===== config.mk =====
export PLATFORM = sky130hd
export DESIGN_NAME = fifo_rd_ctrl
export DESIGN_NICKNAME = d
export VERILOG_FILES = /design/src/rtl/fifo_rd_ctrl.sv
export SDC_FILE = /design/constraint.sdc
export NUM_CORES = 1
export LEC_CHECK = 0
export CORE_UTILIZATION = 46
export CTS_CLUSTER_SIZE = 10
export DETAILED_ROUTE_END_ITERATION = 12
export PLACE_DENSITY = 0.81
export RECOVER_POWER = 25
export SLEW_MARGIN = 20
export SYNTH_ARGS = -nofsm -noshare
export SYNTH_HDL_FRONTEND = slang
export SYNTH_SLANG_ARGS = --single-unit

===== constraint.sdc =====
create_clock -name rclk -period 4.8 [get_ports rclk]
set_input_delay 0.96 -clock rclk [delete_from_list [all_inputs] [get_ports rclk]]
set_output_delay 0.96 -clock rclk [all_outputs]
set_load 0.1 [all_outputs]

===== src/rtl/fifo_rd_ctrl.sv =====
// fifo_rd_ctrl: read-side controller for an asynchronous FIFO.
// Lives in the rclk domain. It synchronises the Gray write pointer, owns
// the binary and Gray read pointers, and presents memory words through a
// registered first-word-fall-through valid/ready stage.
// Optional macro FIFO_RD_LEVEL_EN adds the rd_level occupancy output.

module fifo_rd_ctrl #(
  parameter int DEPTH      = 8,
  parameter int DATA_WIDTH = 8,
  parameter int PTR_WIDTH  = 3
) (
  input  logic                  rclk,
  input  logic                  rrst_n,
  input  logic [PTR_WIDTH:0]    g_wptr,
  input  logic [DATA_WIDTH-1:0] mem_rdata,
  input  logic                  out_ready,
  output logic [PTR_WIDTH:0]    b_rptr,
  output logic [PTR_WIDTH:0]    g_rptr,
  output logic [DATA_WIDTH-1:0] out_data,
  output logic                  out_valid,
  output logic                  mem_empty
`ifdef FIFO_RD_LEVEL_EN
  ,
  output logic [PTR_WIDTH+1:0]  rd_level
`endif
);

  // The pointer arithmetic relies on the memory being a power of two deep.
  if (DEPTH != (1 << PTR_WIDTH)) begin : g_bad_depth
    $error("fifo_rd_ctrl: DEPTH must equal 2**PTR_WIDTH");
  end

  localparam logic [PTR_WIDTH:0] PTR_ONE = {{PTR_WIDTH{1'b0}}, 1'b1};

  logic [PTR_WIDTH:0]    r_wptr_s1;
  logic [PTR_WIDTH:0]    r_wptr_sync;
  logic [PTR_WIDTH:0]    r_b_rptr;
  logic [PTR_WIDTH:0]    r_g_rptr;
  logic [DATA_WIDTH-1:0] r_out_data;
  logic                  r_out_valid;

  logic                  w_mem_empty;
  logic                  w_load;
  logic                  w_unload;
  logic [PTR_WIDTH:0]    w_b_rptr_next;
  logic [PTR_WIDTH:0]    w_g_rptr_next;

  // Two-flop synchroniser for the Gray write pointer; nothing sits between
  // the stages so only one bit can be in flight at a time.
  // NOTE: sequential state uses non-blocking assignments so every flop samples
  // pre-edge values; blocking here would collapse the two stages into one.
  always_ff @(posedge rclk or negedge rrst_n) begin
    if (!rrst_n) begin
      r_wptr_s1   <= '0;
      r_wptr_sync <= '0;
    end else begin
      r_wptr_s1   <= g_wptr;
      r_wptr_sync <= r_wptr_s1;
    end
  end

  // Empty when the registered Gray read pointer catches the synchronised
  // write pointer; comparing all bits including the wrap bit.
  assign w_mem_empty   = (r_g_rptr == r_wptr_sync);
  assign w_load        = (!r_out_valid || out_ready) && !w_mem_empty;
  assign w_unload      = r_out_valid && out_ready;
  assign w_b_rptr_next = r_b_rptr + PTR_ONE;
  assign w_g_rptr_next = w_b_rptr_next ^ (w_b_rptr_next >> 1);

  // Read pointers and output stage: load a new word whenever the output slot
  // is free or being drained, otherwise drop valid on accept, otherwise hold.
  always_ff @(posedge rclk or negedge rrst_n) begin
    if (!rrst_n) begin
      r_b_rptr    <= '0;
      r_g_rptr    <= '0;
      r_out_data  <= '0;
      r_out_valid <= 1'b0;
    end else if (w_load) begin
      r_out_data  <= mem_rdata;
      r_out_valid <= 1'b1;
      r_b_rptr    <= w_b_rptr_next;
      r_g_rptr    <= w_g_rptr_next;
    end else if (w_unload) begin
      r_out_valid <= 1'b0;
    end
  end

  assign b_rptr    = r_b_rptr;
  assign g_rptr    = r_g_rptr;
  assign out_data  = r_out_data;
  assign out_valid = r_out_valid;
  assign mem_empty = w_mem_empty;

`ifdef FIFO_RD_LEVEL_EN
  logic [PTR_WIDTH:0] w_wptr_bin;
  logic [PTR_WIDTH:0] w_diff;

  // Gray-to-binary of the synchronised write pointer (XOR prefix from MSB),
  // then words in memory plus the one held in the output register.
  // NOTE: every always_comb output gets a value before any conditional logic
  // so no path can leave it unassigned and infer a latch.
  always_comb begin
    w_wptr_bin            = '0;
    w_wptr_bin[PTR_WIDTH] = r_wptr_sync[PTR_WIDTH];
    for (int i = PTR_WIDTH - 1; i >= 0; i--) begin
      w_wptr_bin[i] = w_wptr_bin[i+1] ^ r_wptr_sync[i];
    end
  end

  assign w_diff   = w_wptr_bin - r_b_rptr;
  assign rd_level = {1'b0, w_diff} + {{(PTR_WIDTH+1){1'b0}}, r_out_valid};
`endif

endmodule


=== After elaboration in Yosys (flattened, before gate mapping) ===
Cells that the tools add are included.

* Flip-flop bits (word level): 25
* Input bits: 15
* Output and inout bits: 18

* Reductions and logical operators: 6
* Add/sub/neg operators: 1
* Mux-type cells: 2
* Bitwise gates (word level): 1
* Eq/ne operators: 1

{| class="wikitable"
|+ Operators with widths
! operator !! number
|-
| adder 4 x 1 -> 4 bit, second input constant || 1
|-
| == test 4 bit || 1
|-
| XOR 4 x 3 -> 4 bit || 1
|-
| logical AND 1 bit || 2
|-
| zero test 1 bit || 2
|-
| 2-to-1 mux 1 bit || 2
|-
| nonzero test 2 bit || 1
|-
| logical OR 1 bit || 1
|}

=== Longest topological paths before layout ===
Gate-level depths: netlist (run 1).

* Word-level depth: 4
* Depth in mapped cells: 5
* Mapped depth without buffers: 4

=== Worst setup path after synthesis (run 1) ===
Ideal clock, no wire load.

* Kind: register to output
* From: reg b_rptr[3] (netlist name)
* To: out mem_empty
* Arrival: 4,173 ps
* Data required time: 3,840 ps
* Path slack: -333 ps
* Cell stages (with the launch flop): 3
* Path through: dfrtp_1 -> xor2_1 -> nor4_1

{| class="wikitable"
|+ RTL lines
! what !! line !! text
|-
| end: declaration || 21 || <nowiki>output logic mem_empty</nowiki>
|}

=== Final worst setup path (run 1) ===
* From: reg r_g_rptr[1], in the netlist g_rptr[1]
* To: out mem_empty

* Word-level cells in the longest chain between the ends: 1

{| class="wikitable"
|+ Ends and longest elaborated chain
! what !! line !! text
|-
| start: declaration || 38 || <nowiki>logic [PTR_WIDTH:0] r_g_rptr;</nowiki>
|-
| start signal: assignment || 82 || <nowiki>r_g_rptr <= w_g_rptr_next;</nowiki>
|-
| == test 4 bit || 64 || <nowiki>assign w_mem_empty = (r_g_rptr == r_wptr_sync);</nowiki>
|}

Every way passes these cells.

==> impl_metrics.sql, run 1 <==
INSERT INTO impl_metrics (metric_group, metric, value, unit) VALUES
('sta', 'timing.final.crit_period', '3.36', 'ns'),
('routing', 'routed-wl-met3', '97', 'µm'),
('routing', 'via_count', '576', ''),
('worst_setup_path', 'cp_slowest_stage_delay', '1.18', 'ns'),
('yosys', 'syn_area_per_cell', '16.2', 'µm²'),
('finish', 'finish.net_count', '110', ''),
('clock_tree', 'cts_repair_resize_count', '0', ''),
('clock_tree', 'hold_buffers', '0', ''),
('yosys', 'predominant_post_synthesis_flop_cell', 'sky130_fd_sc_hd__dfrtp_1', ''),
('placement', 'hpwl_after_detailed_placement', '1.17', 'mm'),
('yosys', 'yosys-top-cells-area', 'sky130_fd_sc_hd__dfrtp_1 63%, sky130_fd_sc_hd__mux2_4 11%, sky130_fd_sc_hd__mux2_2 5.9%', ''),
('routing', 'drc', '0', ''),
('clock_tree', 'numCtsBuffers', '3', ''),
('worst_setup_path', 'critical_path_peak_fanout', '3', ''),
('global_routing', 'grt_first_pass_wirelength', '2.43', 'mm'),
('worst_setup_path', 'crit_family', 'buffers and inverters', ''),
('floorplanning', 'start_util', '48.6', '%'),
('clock_tree', 'cts_setup_buffers', '0', ''),
('yosys', 'synth_nets', '75', ''),
('floorplanning', 'dieArea', '2260', 'µm²'),
('global_routing', 'globalRoute.totalOverflow', '0', ''),
('routing', 'viasPerCell', '4.80', ''),
('worst_hold_path', 'hold_class', 'reg -> reg', ''),
('clock_tree', 'clock-root-buffer', 'sky130_fd_sc_hd__clkbuf_4', ''),
('yosys', 'synth_seq_cells', '24', ''),
('yosys', 'post-synth-top-count-cell', 'sky130_fd_sc_hd__dfrtp_1', ''),
('routing', 'drt-total-wl', '1.68', 'mm'),
('routing', 'met2RoutedLength', '884', 'µm'),
('yosys', 'synth.top_cell.area_share', '63.0', '%'),
('run_status', 'result_of_the_run', 'completed', ''),
('worst_setup_path', 'path_cells', 'xor2_1 > nor4_2 > clkdlybuf4s50_1', ''),
('yosys', 'yosys.area.top_type', 'sky130_fd_sc_hd__dfrtp_1', ''),
('routing', 'drt-wirelength-per-cell', '14.0', 'µm'),
('sta', 'hold_viol', '0', ''),
('yosys', 'syn-cell-area', '953', 'µm²'),
('yosys', 'edff_count_synth', '0', ''),
('sta', 'worst_max_slew_margin_expressed_relative_to_the_limit', '16.8', '%'),
('worst_setup_path', 'crit_slowest_cell', 'sky130_fd_sc_hd__clkdlybuf4s50_1', ''),
('finish', 'area.growth.synth_to_final', '39.0', '%'),
('sta', 'rsz_0062_raised_after_global_routing', 'false', ''),
('finish', 'multi_input_combinational_cell_area', '340', 'µm²'),
('finish', 'final_core_utilization', '67.5', '%'),
('sta', 'fin_worst_skew', '0.00644', 'ns'),
('global_routing', 'grt_antenna_before_repair', '0', ''),
('global_routing', 'grt_max_degree', '25', ''),
('yosys', 'synth-seq-area-share', '63.0', '%'),
('finish', 'seqCellArea', '601', 'µm²'),
('placement', 'gp_congestion', '0.694', ''),
('finish', 'n_fill_cell', '159', ''),
('sta', 'setup_viol', '0', ''),
('worst_setup_path', 'cp.required', '3.84', 'ns'),
('clock_tree', 'cts-htree-levels', '1', ''),
('sta', 'setup-tns-final', '0', 'ns'),
('worst_setup_path', 'type_of_the_worst_setup_path', 'reg -> out', ''),
('clock_tree', 'clock_sink_count', '24', ''),
('yosys', 'ys_top_cells_by_count', '24 x sky130_fd_sc_hd__dfrtp_1, 7 x sky130_fd_sc_hd__mux2_4, 6 x sky130_fd_sc_hd__xnor2_1, 6 x sky130_fd_sc_hd__xor2_1, 5 x sky130_fd_sc_hd__mux2_2', ''),
('yosys', 'ys_types', '13', ''),
('sta', 'max_freq', '0.298', 'GHz'),
('routing', 'met1Wirelength', '685', 'µm'),
('clock_tree', 'clk_lat_worst_skew', '0.31', 'ns'),
('floorplanning', 'boundaryPins', '33', ''),
('placement', 'port_buffers', '32', ''),
('routing', 'routed.top_layer', 'met4', ''),
('routing', 'route.antenna.remaining_nets', '0', ''),
('finish', 'drive_above_1_share', '19.4', '%'),
('clock_tree', 'path_clk_slew', '0.13', 'ns'),
('yosys', 'synthesized_instance_count', '59', ''),
('worst_setup_path', 'path_buf_inv', '1', ''),
('worst_setup_path', 'timing.critical_path.arrival', '2.40', 'ns'),
('worst_setup_path', 'critPathLaunchType', 'flop', ''),
('yosys', 'yosys_warnings', '0', '');
==> path summary, 6_finish.rpt <==
path / from / endpoint / cells after the start
hold / removal: r_wptr_s1[0] / r_wptr_sync[0] / 0
min in group asynchronous: rrst_n / r_wptr_sync[1] / 1
setup / recovery: g_rptr[1] / mem_empty / 3
hold reg to reg: r_wptr_s1[0] / r_wptr_sync[0] / 0
max in group asynchronous: rrst_n / b_rptr[0] / 1
setup reg to reg: g_rptr[1] / out_data[4] / 3
==> flip-flops by register name (all words and copies together), names as in the netlist <==
name,count
out_data,8
b_rptr,4
r_wptr_s1,4
r_wptr_sync,4
g_rptr,3
out_valid,1
==> stage by stage <==
step / cell area (µm²) / hold slack (ns) / std cells / worst slack, ns
final: 1330 / 0.366 / 120 / 1.44
after global routing: 1330 / 0.375 / 120 / 1.32
after CTS: 1330 / 0.365 / 120 / 1.41
after detailed placement: 1290 / 0.336 / 116 / 1.77
after global placement: 1290 / 0.333 / 116 / 1.81
after floorplan: 960 / 0.331 / 59 / 0.845
==> cell usage in the layout, fill, tap and decap left out, drive strengths merged <==
cell type	n
o41a	1
clkdlybuf4s50	31
nor4	1
nand4	1
clkbuf	5
dfrtp	24
ha	1
nand2	4
xnor2	6
mux2	12
nand2b	1
xor2	6
==> cell families after synthesis <==
group | after synthesis | share of synthesized area [%]
flops | 24 | 63.0
fa+ha+maj | 1 | 1.31
mux | 12 | 16.9
compound gates | 1 | 2.23
xor+xnor | 12 | 11.0
buf+inv | 2 | 1.97
simple gates | 7 | 3.54
==> layer usage <==
metal,vias to the layer above,track usage (%)
li1,267,-
met5,-,0
met1,286,16.9
met2,21,31.0
met3,2,3.40
met4,0,6.86
==> cell type report <==
cell class	instances	share of cell area, %
timing repair buffer	32	23.7
tap	27	2.55
sequential	24	45.3
multi-input combinational	33	25.7
clock buffer	4	2.74
==> worst reg2reg max path, stage by stage, from the launching register on <==
cell	delay (ns)
sky130_fd_sc_hd__dfrtp_1	0.42
sky130_fd_sc_hd__xor2_1	0.18
sky130_fd_sc_hd__o41a_4	0.63
sky130_fd_sc_hd__mux2_4	0.34
Power of run 1 is not shown: default switching activity piles up to over one toggle a cycle in this logic, so the estimate is an artifact.
==> inputs of run 2 (changes only) <==
- CORE_UTILIZATION: 46 -> 43
- PLACE_DENSITY: 0.81 -> 0.77
- clock period: 4.8 -> 3.1 ns (I/O delays scaled with it)
==> run 2 against run 1 <==
  * Design area down 2.7%
  * Die area up 6.7%
  * Highest routed layer unchanged
  * Largest cell class unchanged
  * Wire length down 13%
  * Core utilization down 3.8 points
  * Via count down 2.8%
  * Register-to-register slack worse by 1.7 ns
==> impl_metrics.sql, run 2 (synthesis results as in run 1) <==
INSERT INTO impl_metrics (metric_group, metric, value, unit) VALUES
('placement', 'port_buffers', '32', ''),
('floorplanning', 'dieArea', '2410', 'µm²'),
('sta', 'hold_viol', '0', ''),
('finish', 'area.growth.synth_to_final', '35.2', '%'),
('global_routing', 'globalRoute.totalOverflow', '0', ''),
('routing', 'route.antenna.remaining_nets', '0', ''),
('finish', 'most-common-layout-cells', '24 x sky130_fd_sc_hd__dfrtp_1, 18 x sky130_fd_sc_hd__buf_4, 13 x sky130_fd_sc_hd__clkdlybuf4s50_1', ''),
('global_routing', 'grt_antenna_before_repair', '0', ''),
('placement', 'placed_cells', '116', ''),
('clock_tree', 'tritoncts', 'yes', ''),
('floorplanning', 'boundaryPins', '33', ''),
('clock_tree', 'numCtsBuffers', '3', ''),
('floorplanning', 'die_width', '49.1', 'µm'),
('clock_tree', 'clock-root-buffer', 'sky130_fd_sc_hd__clkbuf_4', ''),
('finish', 'finish.net_count', '110', ''),
('clock_tree', 'cts-htree-levels', '1', ''),
('global_routing', 'grt.total_usage', '14.5', '%'),
('worst_setup_path', 'critPathLaunchType', 'flop', ''),
('worst_setup_path', 'worst_setup_path_end_kind', 'output port', ''),
('routing', 'drc', '0', ''),
('finish', 'n_antenna_cell', '0', ''),
('routing', 'viasPerCell', '4.67', ''),
('worst_setup_path', 'critical_path_peak_fanout', '5', ''),
('routing', 'drt-wirelength-per-cell', '12.1', 'µm'),
('finish', 'largest_reg_flops', '8', ''),
('global_routing', 'grt_max_degree', '25', ''),
('finish', 'seqCellArea', '601', 'µm²'),
('job', 'maxCapViolCount', '0', ''),
('floorplanning', 'placementRows', '16', ''),
('worst_setup_path', 'cp.required', '2.48', 'ns'),
('finish', 'layout.cells.non_filler', '120', ''),
('placement', 'detailedPlace.worstSlack', '1.09', 'ns'),
('run_status', 'result_of_the_run', 'completed', ''),
('clock_tree', 'cts_repair_resize_count', '0', ''),
('routing', 'drt-pass1-iter-count', '1', ''),
('sta', 'finalCritPeriodShare', '71.3', '%'),
('global_routing', 'number_of_global_route_vias_before_repair', '563', ''),
('sta', 'tightestPinTransition', '1.20', 'ns'),
('global_routing', 'grt_first_pass_wirelength', '2.51', 'mm'),
('routing', 'drt-initial-drc-count', '0', ''),
('routing', 'drt-total-wl', '1.45', 'mm'),
('floorplanning', 'start_util', '47.2', '%'),
('clock_tree', 'path_clk_slew', '0.12', 'ns'),
('sta', 'max_freq', '0.453', 'GHz'),
('floorplanning', 'die_h', '49.1', 'µm'),
('clock_tree', 'cts_setup_buffers', '0', ''),
('sta', 'fin_worst_skew', '0.00484', 'ns'),
('sta', 'setup-tns-final', '0', 'ns'),
('sta', 'worst_max_slew_margin_expressed_relative_to_the_limit', '20.3', '%'),
('finish', 'multi_input_combinational_cell_area', '349', 'µm²'),
('clock_tree', 'clk_lat_worst_skew', '0.31', 'ns'),
('sta', 'rsz_0062_raised_after_global_routing', 'false', ''),
('clock_tree', 'ctsLongestPathBuffers', '2', ''),
('sta', 'timing.final.crit_period', '2.21', 'ns'),
('clock_tree', 'hold_buffers', '0', ''),
('clock_tree', 'clock_sink_count', '24', ''),
('worst_setup_path', 'timing.critical_path.arrival', '1.59', 'ns'),
('placement', 'hpwl_after_detailed_placement', '1.07', 'mm'),
('finish', 'n_fill_cell', '157', ''),
('sta', 'final.hold.worst_slack', '0.365', 'ns'),
('finish', 'drive_above_1_share', '38.7', '%'),
('worst_hold_path', 'hold_class', 'reg -> reg', ''),
('finish', 'final_common_cell', 'sky130_fd_sc_hd__dfrtp_1', ''),
('floorplanning', 'placeableCoreArea', '2020', 'µm²'),
('routing', 'via_count', '560', ''),
('placement', 'gp_congestion', '0.673', ''),
('worst_setup_path', 'type_of_the_worst_setup_path', 'reg -> out', ''),
('sta', 'setup_viol', '0', ''),
('sta', 'finalWorstSetupSlack', '0.891', 'ns'),
('sta', 'finalMaxSlewViolations', '0', '');
==> run 2: cell count changes in the layout (fill, tap and decap cells not counted) <==
| cell | delta |
|---|---|
| sky130_fd_sc_hd__clkdlybuf4s50_1 | -18 |
| sky130_fd_sc_hd__nor4_2 | -1 |
| sky130_fd_sc_hd__nor4_4 | +1 |
| sky130_fd_sc_hd__buf_4 | +18 |
==> run 2: layout make-up <==
cell class              instances  share of cell area [%]
flip-flops and latches         24                    46.6
multi-input cells              33                    27.1
repair buffers                 32                    20.9
clock buffers                   4                    2.82
well taps                      27                    2.62
==> run 2: through the flow <==
step	instance area [µm²]	utilization, %
CTS	1290	64.0
global route	1290	63.7
floorplan	968	-
finish	1290	63.7
detailed placement	1260	62.3
global placement	1260	62.3
==> run 2: critical path, stage by stage (launching register included) <==
cell	delay, ns
sky130_fd_sc_hd__dfrtp_1	0.47
sky130_fd_sc_hd__xor2_1	0.22
sky130_fd_sc_hd__nor4_4	0.26
sky130_fd_sc_hd__buf_4	0.34
==> run 2: worst paths after layout <==
kind	startpoint	to	slack, ns	cells after the start
setup / recovery	b_rptr[3]	mem_empty	0.89	3
hold / removal	r_wptr_s1[0]	r_wptr_sync[0]	0.37	0
setup reg to reg	b_rptr[3]	g_rptr[0]	1.40	3
hold reg to reg	r_wptr_s1[0]	r_wptr_sync[0]	0.37	0
max in group asynchronous	rrst_n	r_wptr_s1[1]	1.87	1
min in group asynchronous	rrst_n	out_data[4]	0.52	1
==> run 2: layer usage <==
layer  vias to the layer above  global-route usage [%]  share of wire [%]
met5                         -                       0                  0
li1                        264                       -                  -
met3                         2                    4.36                6.8
met1                       271                    18.2                 43
met4                         0                    8.82                1.0
met2                        23                    21.7                 49
Power of run 2 is left out for the same reason.
